==> src/rtl/pixel_streamer.sv <==
// Frame pixel streamer: walks a synchronous RAM in raster order and emits each pixel
// through a fixed 2-stage pipeline, with optional idle cycles after every row.
module pixel_streamer #(
    parameter int IMG_W  = 640,
    parameter int IMG_H  = 480,
    parameter int PIX_W  = 12,
    parameter int HBLANK = 0,
    // held at 1 bit for a 1x1 frame so the address port never collapses to zero width
    parameter int ADDR_W = (IMG_W * IMG_H > 1) ? $clog2(IMG_W * IMG_H) : 1
) (
    input  logic              clk,
    input  logic              rst,
    input  logic              start,
    input  logic              pause,
    output logic              mem_rd_en,
    output logic [ADDR_W-1:0] mem_addr,
    input  logic [PIX_W-1:0]  mem_rd_data,
    output logic [PIX_W-1:0]  pixel_out,
    output logic              out_ready,
    output logic              frame_start,
    output logic              line_end,
    output logic              frame_done,
    output logic              busy
);

    localparam logic [1:0] IDLE   = 2'd0;
    localparam logic [1:0] STREAM = 2'd1;
    localparam logic [1:0] BLANK  = 2'd2;
    localparam logic [1:0] DRAIN  = 2'd3;

    localparam int COL_W = (IMG_W > 1) ? $clog2(IMG_W) : 1;
    localparam int ROW_W = (IMG_H > 1) ? $clog2(IMG_H) : 1;
    localparam int BL_W  = (HBLANK > 1) ? $clog2(HBLANK) : 1;

    localparam logic [COL_W-1:0]  COL_LAST  = COL_W'(IMG_W - 1);
    localparam logic [ROW_W-1:0]  ROW_LAST  = ROW_W'(IMG_H - 1);
    localparam logic [ADDR_W-1:0] ADDR_LAST = ADDR_W'(IMG_W * IMG_H - 1);
    localparam logic [BL_W-1:0]   BL_LAST   = BL_W'((HBLANK > 0) ? HBLANK - 1 : 0);

    logic [1:0]        state;
    logic [COL_W-1:0]  col;
    logic [ROW_W-1:0]  row;
    logic [ADDR_W-1:0] addr;
    logic [BL_W-1:0]   blank_cnt;

    logic v1, fs1, le1, fd1;

    assign mem_rd_en = (state == STREAM) && !pause;
    assign mem_addr  = addr;
    assign busy      = (state != IDLE);

    always_ff @(posedge clk or negedge rst) begin
        if (!rst) begin
            state     <= IDLE;
            col       <= '0;
            row       <= '0;
            addr      <= '0;
            blank_cnt <= '0;
        end else begin
            case (state)
                IDLE: begin
                    if (start) state <= STREAM;
                end
                STREAM: begin
                    if (!pause) begin
                        if (col == COL_LAST) begin
                            if (row == ROW_LAST) begin
                                // address stays on the last pixel until the drain completes
                                state <= DRAIN;
                            end else begin
                                col  <= '0;
                                row  <= row + 1'b1;
                                addr <= addr + 1'b1;
                                if (HBLANK > 0) begin
                                    state     <= BLANK;
                                    blank_cnt <= '0;
                                end
                            end
                        end else begin
                            col  <= col + 1'b1;
                            addr <= addr + 1'b1;
                        end
                    end
                end
                BLANK: begin
                    if (blank_cnt == BL_LAST) state <= STREAM;
                    else                      blank_cnt <= blank_cnt + 1'b1;
                end
                default: begin
                    if (out_ready && frame_done) begin
                        state <= IDLE;
                        col   <= '0;
                        row   <= '0;
                        addr  <= '0;
                    end
                end
            endcase
        end
    end

    // flags are computed from the read address, so gaps never shift them
    always_ff @(posedge clk or negedge rst) begin
        if (!rst) begin
            v1          <= 1'b0;
            fs1         <= 1'b0;
            le1         <= 1'b0;
            fd1         <= 1'b0;
            out_ready   <= 1'b0;
            frame_start <= 1'b0;
            line_end    <= 1'b0;
            frame_done  <= 1'b0;
            pixel_out   <= '0;
        end else begin
            v1          <= mem_rd_en;
            fs1         <= mem_rd_en && (addr == '0);
            le1         <= mem_rd_en && (col == COL_LAST);
            fd1         <= mem_rd_en && (addr == ADDR_LAST);
            out_ready   <= v1;
            frame_start <= fs1;
            line_end    <= le1;
            frame_done  <= fd1;
            if (v1) pixel_out <= mem_rd_data;
        end
    end

endmodule
==> config.mk <==
export PLATFORM = sky130hd
export DESIGN_NAME = pixel_streamer
export DESIGN_NICKNAME = d
export VERILOG_FILES = /design/src/rtl/pixel_streamer.sv
export SDC_FILE = /design/constraint.sdc
export NUM_CORES = 1
export LEC_CHECK = 0
export ABC_CLOCK_PERIOD_IN_PS = 6100
export CAP_MARGIN = 20
export CELL_PAD_IN_SITES_DETAIL_PLACEMENT = 0
export CELL_PAD_IN_SITES_GLOBAL_PLACEMENT = 1
export CORE_MARGIN = 2
export CORE_UTILIZATION = 40
export CTS_CLUSTER_SIZE = 14
export DETAILED_ROUTE_END_ITERATION = 8
export GPL_ROUTABILITY_DRIVEN = 1
export GPL_TIMING_DRIVEN = 0
export PLACE_DENSITY = 0.77
export SYNTH_ARGS = -nofsm -noshare
export SYNTH_HDL_FRONTEND = slang
export SYNTH_SLANG_ARGS = --single-unit
==> constraint.sdc <==
create_clock -name clk -period 6.1 [get_ports clk]
set_input_delay 1.22 -clock clk [delete_from_list [all_inputs] [get_ports clk]]
set_output_delay 1.22 -clock clk [all_outputs]
set_load 0.02 [all_outputs]
==> out/metrics.json, run 1 <==
{
  "status": "finished clean",
  "route.vias.total": 2520,
  "detail_route.drc_violations": 0,
  "avgViaCountPerCell": 5.50,
  "cp-end-kind": "output pin",
  "cts_buffers": 9,
  "critical_path_required_time_ns": 4.88,
  "critical_path_class": "in -> out",
  "timing.critical_path.max_delay_family": "buffers and inverters",
  "post_cts.resized_instances": 0,
  "worstSetupStartpoint": "pause",
  "drt_pass1_iterations": 4,
  "crit_path_frequent_cell": "sky130_fd_sc_hd__clkdlybuf4s50_1",
  "final_common_cell": "sky130_fd_sc_hd__dfrtp_1",
  "highest_layer": "met4",
  "io_pins": 53,
  "wl_per_cell_um": 16.1,
  "peakVddDrop_mv": 0.178,
  "drt_wl_total_um": 7350,
  "area_growth_syn_to_layout_pct": 29.1,
  "filler_cell_count": 679,
  "synthCells": 291,
  "synth_fp_nets": 311,
  "core_area_um2": 7140,
  "power.static_leakage_nw": 1.53,
  "cts.hold.buffers_added": 0,
  "holdCritStartpoint": "le1",
  "initial_utilization_pct": 40.6,
  "grt_first_pass_wirelength_um": 12400,
  "worst_skew_pair.late_latency_ns": 0.34,
  "timing.max_slew.rel_slack_pct": 27.2,
  "max_cap_viol_count": 0,
  "finalCritPeriodShare_pct": 70.0,
  "final_core_util_pct": 52.4,
  "ys_ff_latch": 60,
  "hold_viol_final": 0,
  "ys_seq_area_share_pct": 51.8,
  "horiz_die_dim_um": 89.1,
  "htreeDepth": 3,
  "worst-slew-pin-transition_ns": 1.08,
  "routabilityCongestion": 0.818,
  "grtUsageTotal_pct": 20.6,
  "finalSetupTns_ns": 0,
  "share_of_async_settable_or_async_resettable_flops_after_synthesis_pct": 100,
  "most_instantiated_flip_flop_cell_in_the_synthesis_netlist": "sky130_fd_sc_hd__dfrtp_1",
  "most-common-layout-cells": "sky130_fd_sc_hd__dfrtp_1 (60), sky130_fd_sc_hd__clkdlybuf4s50_1 (51), sky130_fd_sc_hd__o21ai_0 (47)",
  "grt-ovfl-total": 0,
  "met3RoutedLength_um": 329,
  "path_clk_slew_ns": 0.06,
  "pin_count_of_the_biggest_net_entering_global_routing": 39,
  "min_period_ns": 4.27,
  "initial_antenna_violation_count": 0,
  "synthesis.area_um2": 2900,
  "synth_cell_types": 45,
  "critPathArrivalTime_ns": 3.05,
  "slew_viol_final": 0,
  "placementRows": 31,
  "drive_above_1_share_pct": 10.9,
  "clock-skew-final_ns": 0.00609,
  "layout_net_count": 375,
  "timing.critical_path.from_type": "input pin",
  "postSynthAreaPerCell_um2": 9.95,
  "tritoncts_clock_tree": "built",
  "antenna_cells": 0,
  "setup_repair_after_global_routing_missed_its_margin": "no",
  "timing.hold.worst.class": "reg -> reg",
  "clk_root_buffer_cell": "sky130_fd_sc_hd__clkbuf_8",
  "critical_path.max_fanout": 10,
  "cp_slowest_cell": "sky130_fd_sc_hd__clkdlybuf4s50_1",
  "dp_hpwl_um": 5070,
  "timing.critical_path.cells": "clkdlybuf4s50_1 > or3b_2 > inv_2 > clkdlybuf4s50_1",
  "grt_pass1_vias": 2486,
  "worst_path_largest_cell_delay_ns": 0.65,
  "number_of_synthesized_flops_with_an_enable_pin": 0,
  "clock_tree.buffer_depth": 2,
  "final-setup-viol-count": 0,
  "cts.sinks": 60,
  "cts.repair_timing.setup_buffer_count": 0,
  "antenna_violating_nets_post_route": 0,
  "power_per_cell_area_nw_per_um2": 270,
  "first_iter_violations": 122,
  "met2_wirelength_um": 3370,
  "chip_height_um": 89.1,
  "design.die.area_um2": 7940,
  "reg2reg_from": "col[0]",
  "wl_on_met1_um": 3540,
  "io_buffer_count": 52,
  "synthesis.yosys.warnings": 0,
  "max_freq_mhz": 234,
  "cp_num_buf_inv": 3
}
layout make-up:
type / count / area [um2] / share of cell area, %
clock inverters: 2 / 35.0 / 0.937
repair buffers: 53 / 536 / 14.3
plain buffers: 10 / 60.1 / 1.61
flip-flops and latches: 60 / 1500 / 40.1
multi-input cells: 216 / 1320 / 35.2
inverters: 5 / 18.8 / 0.502
well taps: 99 / 124 / 3.31
clock buffers: 13 / 149 / 3.98
routing by layer:
| layer | vias up | global-route usage (%) |
|---|---|---|
| li1 | 1223 | - |
| met1 | 1218 | 28.0 |
| met2 | 69 | 32.6 |
| met3 | 10 | 3.79 |
| met4 | 0 | 8.28 |
| met5 | - | 0 |
where the power goes:
group	total (mW)	internal [mW]	switching (mW)
clock network	0.345	0.197	0.147
registers	0.485	0.437	0.0481
logic	0.182	0.0879	0.0941
Yosys cell counts, types with 2 or more instances:
| cell type | count | area, um2 |
|---|---|---|
| sky130_fd_sc_hd__buf_6 | 2 | 22.5 |
| sky130_fd_sc_hd__buf_1 | 2 | 7.51 |
| sky130_fd_sc_hd__a31oi_1 | 9 | 56.3 |
| sky130_fd_sc_hd__o21a_1 | 2 | 15.0 |
| sky130_fd_sc_hd__nand3_1 | 17 | 85.1 |
| sky130_fd_sc_hd__buf_2 | 3 | 15.0 |
| sky130_fd_sc_hd__and3_1 | 12 | 75.1 |
| sky130_fd_sc_hd__ha_1 | 4 | 50.1 |
| sky130_fd_sc_hd__nor2_1 | 20 | 75.1 |
| sky130_fd_sc_hd__nor3_1 | 3 | 15.0 |
| sky130_fd_sc_hd__o21ai_0 | 47 | 235 |
| sky130_fd_sc_hd__nor4_1 | 6 | 37.5 |
| sky130_fd_sc_hd__mux2_2 | 12 | 135 |
| sky130_fd_sc_hd__nor2b_1 | 2 | 12.5 |
| sky130_fd_sc_hd__a22o_1 | 2 | 17.5 |
| sky130_fd_sc_hd__inv_1 | 4 | 15.0 |
| sky130_fd_sc_hd__a21oi_1 | 9 | 45.0 |
| sky130_fd_sc_hd__or4_1 | 2 | 15.0 |
| sky130_fd_sc_hd__clkbuf_1 | 2 | 7.51 |
| sky130_fd_sc_hd__dfrtp_1 | 60 | 1500 |
| sky130_fd_sc_hd__o31ai_1 | 12 | 90.1 |
| sky130_fd_sc_hd__o22ai_1 | 2 | 12.5 |
| sky130_fd_sc_hd__nand2_1 | 25 | 93.8 |
| sky130_fd_sc_hd__nand4_1 | 11 | 68.8 |
registers in the layout, indices dropped and copies added (netlist names):
| register | flops |
|---|---|
| col | 10 |
| fd1 | 1 |
| frame_done | 1 |
| frame_start | 1 |
| fs1 | 1 |
| le1 | 1 |
| line_end | 1 |
| mem_addr | 19 |
| out_ready | 1 |
| pixel_out | 12 |
| row | 9 |
| state | 2 |
| v1 | 1 |
worst paths after layout:
kind / to / slack, ns / cells after the start
setup / recovery: mem_rd_en / 1.83 / 4
hold / removal: line_end / 0.35 / 0
min in group asynchronous: pixel_out[3] / 0.87 / 1
max in group asynchronous: mem_addr[9] / 4.64 / 2
setup reg to reg: mem_addr[5] / 3.80 / 7
hold reg to reg: line_end / 0.35 / 0
logic make-up (layout without fill, tap and decap cells):
group	after synthesis	in the layout	share of synthesized area (%)
AO/OA/AOI/OAI	92	92	19.5
adder cells (fa/ha/maj)	4	4	1.73
buffers and inverters	15	83	2.72
flip-flops	60	60	51.8
multiplexers	12	12	4.67
AND/OR/NAND/NOR	108	108	19.6
stage by stage:
| step | hold slack, ns | instance area (um2) | cells | power [mW] | worst slack, ns |
|---|---|---|---|---|---|
| 2_1_floorplan | 0.331 | 2900 | 291 | 0.577 | 2.97 |
| 3_3_place_gp | 0.333 | 3540 | 442 | 0.670 | 1.79 |
| 3_5_place_dp | 0.335 | 3560 | 443 | 0.674 | 1.83 |
| 4_1_cts | 0.347 | 3740 | 458 | 1.02 | 1.83 |
| 5_1_grt | 0.346 | 3740 | 458 | 1.07 | 1.74 |
| 6_report | 0.348 | 3740 | 458 | 1.01 | 1.83 |
Note: power is estimated with default switching activity, not from simulation.
==> run 2: changes to the inputs <==
ABC_CLOCK_PERIOD_IN_PS = 3800   (was 6100)
CORE_UTILIZATION = 36   (was 40)
PLACE_DENSITY = 0.73   (was 0.77)
clock period = 3.8 ns   (was 6.1 ns; I/O delays follow)
==> out/metrics.json, run 2 (synthesis gave the netlist of run 1 again) <==
{
  "cts.hold.buffers_added": 0,
  "clock_tree.buffer_depth": 2,
  "wl_per_cell_um": 15.5,
  "clk_root_buffer_cell": "sky130_fd_sc_hd__clkbuf_8",
  "grt_pass1_vias": 2435,
  "clock-skew-final_ns": 0.00712,
  "critPathArrivalTime_ns": 2.62,
  "cts.repair_timing.setup_buffer_count": 0,
  "dp_hpwl_um": 4810,
  "largest_register_ffs": 19,
  "area_growth_syn_to_layout_pct": 30.4,
  "finalCritPeriodShare_pct": 88.9,
  "routabilityCongestion": 0.771,
  "io_buffer_count": 52,
  "antenna_violating_nets_post_route": 0,
  "hold_ws_ns": 0.347,
  "placementRows": 32,
  "slew_viol_final": 0,
  "drt_pass1_iterations": 5,
  "final_core_util_pct": 48.6,
  "grt-ovfl-total": 0,
  "max_cap_viol_count": 0,
  "chip_height_um": 93.7,
  "io_pins": 53,
  "final_common_cell": "sky130_fd_sc_hd__dfrtp_1",
  "status": "finished clean",
  "path_clk_slew_ns": 0.06,
  "cts_buffers": 9,
  "timing.critical_path.from_type": "input pin",
  "cts.sinks": 60,
  "first_iter_violations": 189,
  "critical_path.max_fanout": 10,
  "horiz_die_dim_um": 93.7,
  "antenna_cells": 0,
  "initial_antenna_violation_count": 0,
  "grtUsageTotal_pct": 18.1,
  "final-setup-viol-count": 0,
  "filler_cell_count": 759,
  "max_freq_mhz": 296,
  "power_per_cell_area_nw_per_um2": 459,
  "critical_path_required_time_ns": 3.04,
  "core_area_um2": 7770,
  "worst_skew_pair.late_latency_ns": 0.34,
  "timing.max_slew.rel_slack_pct": 33.0,
  "detail_route.drc_violations": 0,
  "drive_above_1_share_pct": 11.7,
  "avgViaCountPerCell": 5.54,
  "power.static_leakage_nw": 1.55,
  "tritoncts_clock_tree": "built",
  "peakVddDrop_mv": 0.228,
  "setup_repair_after_global_routing_missed_its_margin": "no",
  "grt_first_pass_wirelength_um": 12400,
  "initial_utilization_pct": 37.3,
  "worst-slew-pin-transition_ns": 0.995,
  "hold_viol_final": 0,
  "most-common-layout-cells": "sky130_fd_sc_hd__dfrtp_1 (60), sky130_fd_sc_hd__clkdlybuf4s50_1 (51), sky130_fd_sc_hd__o21ai_0 (47)",
  "post_cts.resized_instances": 0,
  "pin_count_of_the_biggest_net_entering_global_routing": 61,
  "route.vias.total": 2553,
  "min_period_ns": 3.38,
  "drt_wl_total_um": 7150,
  "cp-end-kind": "output pin",
  "htreeDepth": 3,
  "critical_path_class": "in -> out",
  "layout_net_count": 374,
  "timing.hold.worst.class": "reg -> reg",
  "design.die.area_um2": 8780
}
==> run 2: where the power goes <==
group | leakage, nW | switching, mW | internal, mW | total (mW)
clock | 0.122 | 0.248 | 0.421 | 0.668
sequential | 0.785 | 0.0781 | 0.701 | 0.779
combinational | 0.647 | 0.149 | 0.139 | 0.288
==> run 2: per-layer routing <==
metal / vias to the layer above / track usage, % / wire [um] / part of all wire (%)
li1: 1228 / - / - / -
met1: 1236 / 26.5 / 3520 / 49
met2: 79 / 26.5 / 3090 / 43
met3: 10 / 3.69 / 428 / 6.0
met4: 0 / 6.52 / 107 / 1.5
met5: - / 0 / 0 / 0
==> run 2: path summary, 6_finish.rpt <==
check                               end  cells past startpoint   start  slack (ns)
min in group asynchronous  pixel_out[9]                      1     rst        0.50
max in group asynchronous  mem_addr[12]                      1     rst        2.80
max reg2reg                mem_addr[14]                      6  row[0]        1.50
min                          frame_done                      0     fd1        0.35
max                           mem_rd_en                      4   pause        0.42
min reg2reg                  frame_done                      0     fd1        0.35
==> run 2: per-stage QoR <==
step	setup WS (ns)	power, mW	setup TNS, ns	std cells	instance area, um2
after floorplan	1.49	0.926	0	291	2900
after global routing	0.363	1.83	0	461	3780
after detailed placement	0.413	1.08	0	445	3540
final	0.423	1.74	0	461	3780
after global placement	-0.0748	1.08	-4.20	445	3540
after CTS	0.409	1.76	0	461	3780
==> run 2: layout make-up <==
type                       instances  area, um2  share of cell area (%)
inverter                           5       18.8                   0.497
timing repair buffer              52        518                    13.7
clock buffer                      12        165                    4.37
sequential                        60       1500                    39.7
multi-input combinational        216       1320                    34.8
tap                              102        128                    3.38
buffer                            10       60.1                    1.59
clock inverter                     4       70.1                    1.85
==> run 2: critical path, cell delays in order <==
cell and delay [ns]:
sky130_fd_sc_hd__clkdlybuf4s50_1 0.46, sky130_fd_sc_hd__or3b_2 0.54, sky130_fd_sc_hd__inv_2 0.21, sky130_fd_sc_hd__clkdlybuf4s50_1 0.64
==> patch 1: new RTL, flow settings as in run 2 <==
`PIX_W`: 12 -> 8.
--- a/src/rtl/pixel_streamer.sv
+++ b/src/rtl/pixel_streamer.sv
@@ -3,7 +3,7 @@
 module pixel_streamer #(
     parameter int IMG_W  = 640,
     parameter int IMG_H  = 480,
-    parameter int PIX_W  = 12,
+    parameter int PIX_W  = 8,
     parameter int HBLANK = 0,
     // held at 1 bit for a 1x1 frame so the address port never collapses to zero width
     parameter int ADDR_W = (IMG_W * IMG_H > 1) ? $clog2(IMG_W * IMG_H) : 1
Interface: changed (resized mem_rd_data and pixel_out); port bits go from 53 to 45. The function was not compared with the original's and may differ.
==> patch 1 against run 2 <==
- clock power fell by 40%
- sequential cell count shrank 4
- largest cell class unchanged
- wire length fell by 2.9%
- design area is 9.0% lower
- die area is 5.0% lower
- area after synthesis is 5.3% lower
- worst setup slack lost 24 ps
- power decreased by 16%
- cell count fell by 4.6%
==> patch 1: results (changes against run 2) <==
- By count the netlist is led by sky130_fd_sc_hd__dfrtp_1 (56), sky130_fd_sc_hd__o21ai_0 (43), sky130_fd_sc_hd__nand2_1 (26).
- Proportion of layout cells with a drive suffix above 1: 8.211% (-3.5 points)
- Vias in the first global route: 2284 (-6.2%)
* Routed wire per std cell: 15.76 um (+1.7%)
- Max Fanout on Critical Path: 9 (-1)
* Hold Startpoint: le1
- Result of the run: finished, final reports clean
- The clock slew at the register clock pins of the worst setup and hold paths came to 100 ps (+40 ps).
* Maximum clock skew at final layout: 6.735 ps (-0.3817 ps)
- The violation count after the first detailed-routing iteration came to 126 (-33%).
- The number of buffers inserted during clock tree synthesis is 5 (-4).
* HPWL Detailed: 4841 um (+0.62%)
- Largest net degree at the start of global routing: 30 (-51%)
* Highest ir drop seen on vdd: 0.2342 mV (+2.9%)
- Final weighted congestion of routability-driven global placement: 0.7630 (-1.1%)
- Post-synthesis net count: 304 (-2.3%)
* Clk_lat worst skew: 310 ps (-30 ps)
- The total number of vias is 2365 (-7.4%).
- Leakage: 0.001358 uW (-13%)
- The maximum level of the CTS H-tree came to 2 (-1).
- The first-pass GRT wire length is 11930 um (-3.8%).
- Number of input and output port buffers inserted: 44 (-15%)
- The worst register-to-register path begins at col[0].
- Largest cells by area after synthesis: sky130_fd_sc_hd__dfrtp_1 (51%), sky130_fd_sc_hd__o21ai_0 (7.8%), sky130_fd_sc_hd__nand2_1 (3.6%)
- First-pass detailed-route iteration total: 4 (-1)
* Worst setup slack before clock tree synthesis: 425.4 ps (+12.10 ps)
- The all-layer global routing usage was 17.73% (-0.38 points).
- CP arrival: 2640 ps (+20 ps)
patch 1: logic make-up after synthesis:
| family | synth area share [%] |
|---|---|
| AND/OR/NAND/NOR | 21.20 |
| flip-flops | 51.07 |
| multiplexers | 3.283 |
| AO/OA/AOI/OAI | 18.65 |
| adder cells (fa/ha/maj) | 1.824 |
| buffers and inverters | 3.648 |
| XOR/XNOR | 0.3193 |
patch 1: cell type report:
type	instances	area, um2
fillers	688	3892
well taps	99	123.9
clock inverters	3	46.29
multi-input cells	210	1242
repair buffers	45	455.4
clock buffers	5	68.82
plain buffers	11	58.81
inverters	11	41.29
flip-flops and latches	56	1401
patch 1: through the flow:
step,instances,util (%),area [um2]
5_1_grt,440,46.90,3438
3_3_place_gp,431,45.13,3308
6_report,440,46.90,3438
3_5_place_dp,432,45.33,3323
4_1_cts,440,46.90,3438
2_1_floorplan,288,-,2744
patch 1: worst paths after layout:
kind                             end  slack [ps]  cells past startpoint
setup / recovery           mem_rd_en         400                      4
hold / removal              line_end         360                      0
setup reg to reg              row[8]        1380                      7
hold reg to reg             line_end         360                      0
max in group asynchronous     row[3]        2750                      2
min in group asynchronous     col[5]         470                      1
patch 1: per-layer routing:
layer	track usage [%]	part of all wire, %	vias up	wire (um)
met1	26.37	50	1124	3471
li1	-	-	1163	-
met5	0	0	-	0
met4	4.798	1.0	0	70
met2	26.48	44	74	3081
met3	3.237	4.5	4	312
patch 1: worst max-delay path: cells and delay by family:
family / cells / cell delay [ps]
buffers and inverters: 3 / 1390
AND/OR/NAND/NOR: 1 / 490
patch 1: report_power, final:
part           internal (uW)  leakage, uW  switching (uW)
Combinational            142     0.000587             159
Sequential               664     0.000717            92.1
Clock                    199    0.0000548             205
Total                   1010      0.00136             456
==> patch 2: new RTL, config.mk and constraints of run 2 <==
Without the edit above. Reset style: synchronous (`rst`), changed in 2 clocked blocks.
--- a/src/rtl/pixel_streamer.sv
+++ b/src/rtl/pixel_streamer.sv
@@ -49,7 +49,7 @@
     assign mem_addr  = addr;
     assign busy      = (state != IDLE);
 
-    always_ff @(posedge clk or negedge rst) begin
+    always_ff @(posedge clk) begin
         if (!rst) begin
             state     <= IDLE;
             col       <= '0;
@@ -99,7 +99,7 @@
     end
 
     // flags are computed from the read address, so gaps never shift them
-    always_ff @(posedge clk or negedge rst) begin
+    always_ff @(posedge clk) begin
         if (!rst) begin
             v1          <= 1'b0;
             fs1         <= 1'b0;
Check against the original RTL: differs if rst is asserted again (counterexample within 4 cycles, from zero or initial values and one cycle with rst low); with rst held inactive, the same outputs for 10 cycles.
==> patch 2 against run 2 <==
- count of clock-buffer cells in the layout rose by 1
- maximum frequency rose by 7.1%
- via count rose by 10%
- worst setup slack improved by 220 ps
- utilization rose by 0.52 points
- sequential cell count did not move
- first-iteration DRC count fell by 31%
- area after synthesis barely moved
- wire length rose by 12%
- design area rose by 1.1%
Power is not compared: it rests on default switching activity, and its combinational part moved more than twofold at a synthesized area within 25%.
==> patch 2: results (changes against run 2) <==
- Synthesized area per cell: 8.466 um2 (-15%)
- HPWL Detailed: 5603 um (+16%)
- The async set-or-reset flop fraction in the synthesized netlist was 0% (-100 points).
* Gr usage total: 19.44% (+1.3 points)
- The number of instances in the placed design was 496 (+11%).
- Number of instances resized during post-cts repair: 0 (unchanged)
* Global routing usage on met2: 28.99% (+2.5 points)
* Detailed-route wire length: 8024 um (+12%)
- The worst slew slack as a fraction of its limit was 37.58% (+4.5 points).
- Number of cells on the worst reg-to-reg path: 7 (+1)
- Hold Startpoint: fd1
- The data arrival at the endpoint of the critical path is 2390 ps (-230 ps).
- Final weighted congestion of routability-driven global placement: 0.8192 (+6.2%)
- Cell with the most instances after synthesis: sky130_fd_sc_hd__dfxtp_1
- Routed wire per std cell: 15.64 um (+0.90%)
* First-pass detailed-route iteration total: 4 (-1)
- The worst hold path depth was 1 (+1).
- The violation count after the first detailed-routing iteration was 130 (-31%).
* Reg-to-Reg Start: col[0]
- Worst hold slack across all endpoints: 431.8 ps (+84.77 ps)
* Leading cell types by count after synthesis: sky130_fd_sc_hd__dfxtp_1 (60), sky130_fd_sc_hd__nand2_1 (38), sky130_fd_sc_hd__nor2_1 (36)
- The met1 track demand over resource in global routing is 28.07% (+1.5 points).
* Result of the run: finished, final reports clean
- The final net count came to 426 (+14%).
- Crit path time final: 3154 ps (-223.7 ps)
- The total length of routed met3 wires is 378 um (-12%).
* Worst Hold Endpoint: frame_done
- The number of global-route vias before repair came to 2643 (+8.5%).
- The share of the yosys chip area belonging to registers came to 41.49% (-10 points).
* Post-synthesis net count: 362 (+16%)
* Synth unique cells: 57 (+27%)
- The layer flagged by global routing as most heavily used is met2.
- GR met3 Demand/Resource: 3.451% (-0.24 points)
- In this run the critical register-to-register path is captured at mem_addr[6].
- Routed via count: 2818 (+10%)
* Maximum clock skew at final layout: 11.04 ps (+3.919 ps)
* Number of inserted filler cells in the final layout: 750 (-1.2%)
* Worst setup slack before clock tree synthesis: 638.3 ps (+225.0 ps)
- The pin count of the biggest net entering global routing is 11 (-82%).
- Post-detailed-placement cell area: 0.003543 mm2 (about the same)
* Post-route met1 wirelength: 4050 um (+15%)
## patch 2: kinds of logic (layout without fill, tap and decap cells)
kind of cell / Yosys count / after routing / share of synthesized area (%)
AND/OR/NAND/NOR: 156 / 156 / 28.05
multiplexers: 12 / 12 / 4.149
adder cells (fa/ha/maj): 4 / 4 / 1.729
flip-flops: 60 / 60 / 41.49
buffers and inverters: 22 / 91 / 3.673
AO/OA/AOI/OAI: 88 / 88 / 20.92
## patch 2: final cells by class
type                    count  area, um2  area share [%]
multi-input cells         260       1588           41.59
plain buffers              16      83.83           2.196
repair buffers             53      525.5           13.77
well taps                 102      127.6           3.343
flip-flops and latches     60       1201           31.47
clock inverters             3      90.09           2.360
clock buffers              13      178.9           4.687
inverters                   6      22.52          0.5900
## patch 2: power groups by stage
stage | Combinational [uW] | Sequential (uW) | Clock (uW)
floorplan | 63.2 | 660 | 0
global placement | 122 | 655 | 0
detailed placement | 122 | 655 | 0
CTS | 122 | 641 | 779
global route | 132 | 642 | 804
finish | 122 | 641 | 767
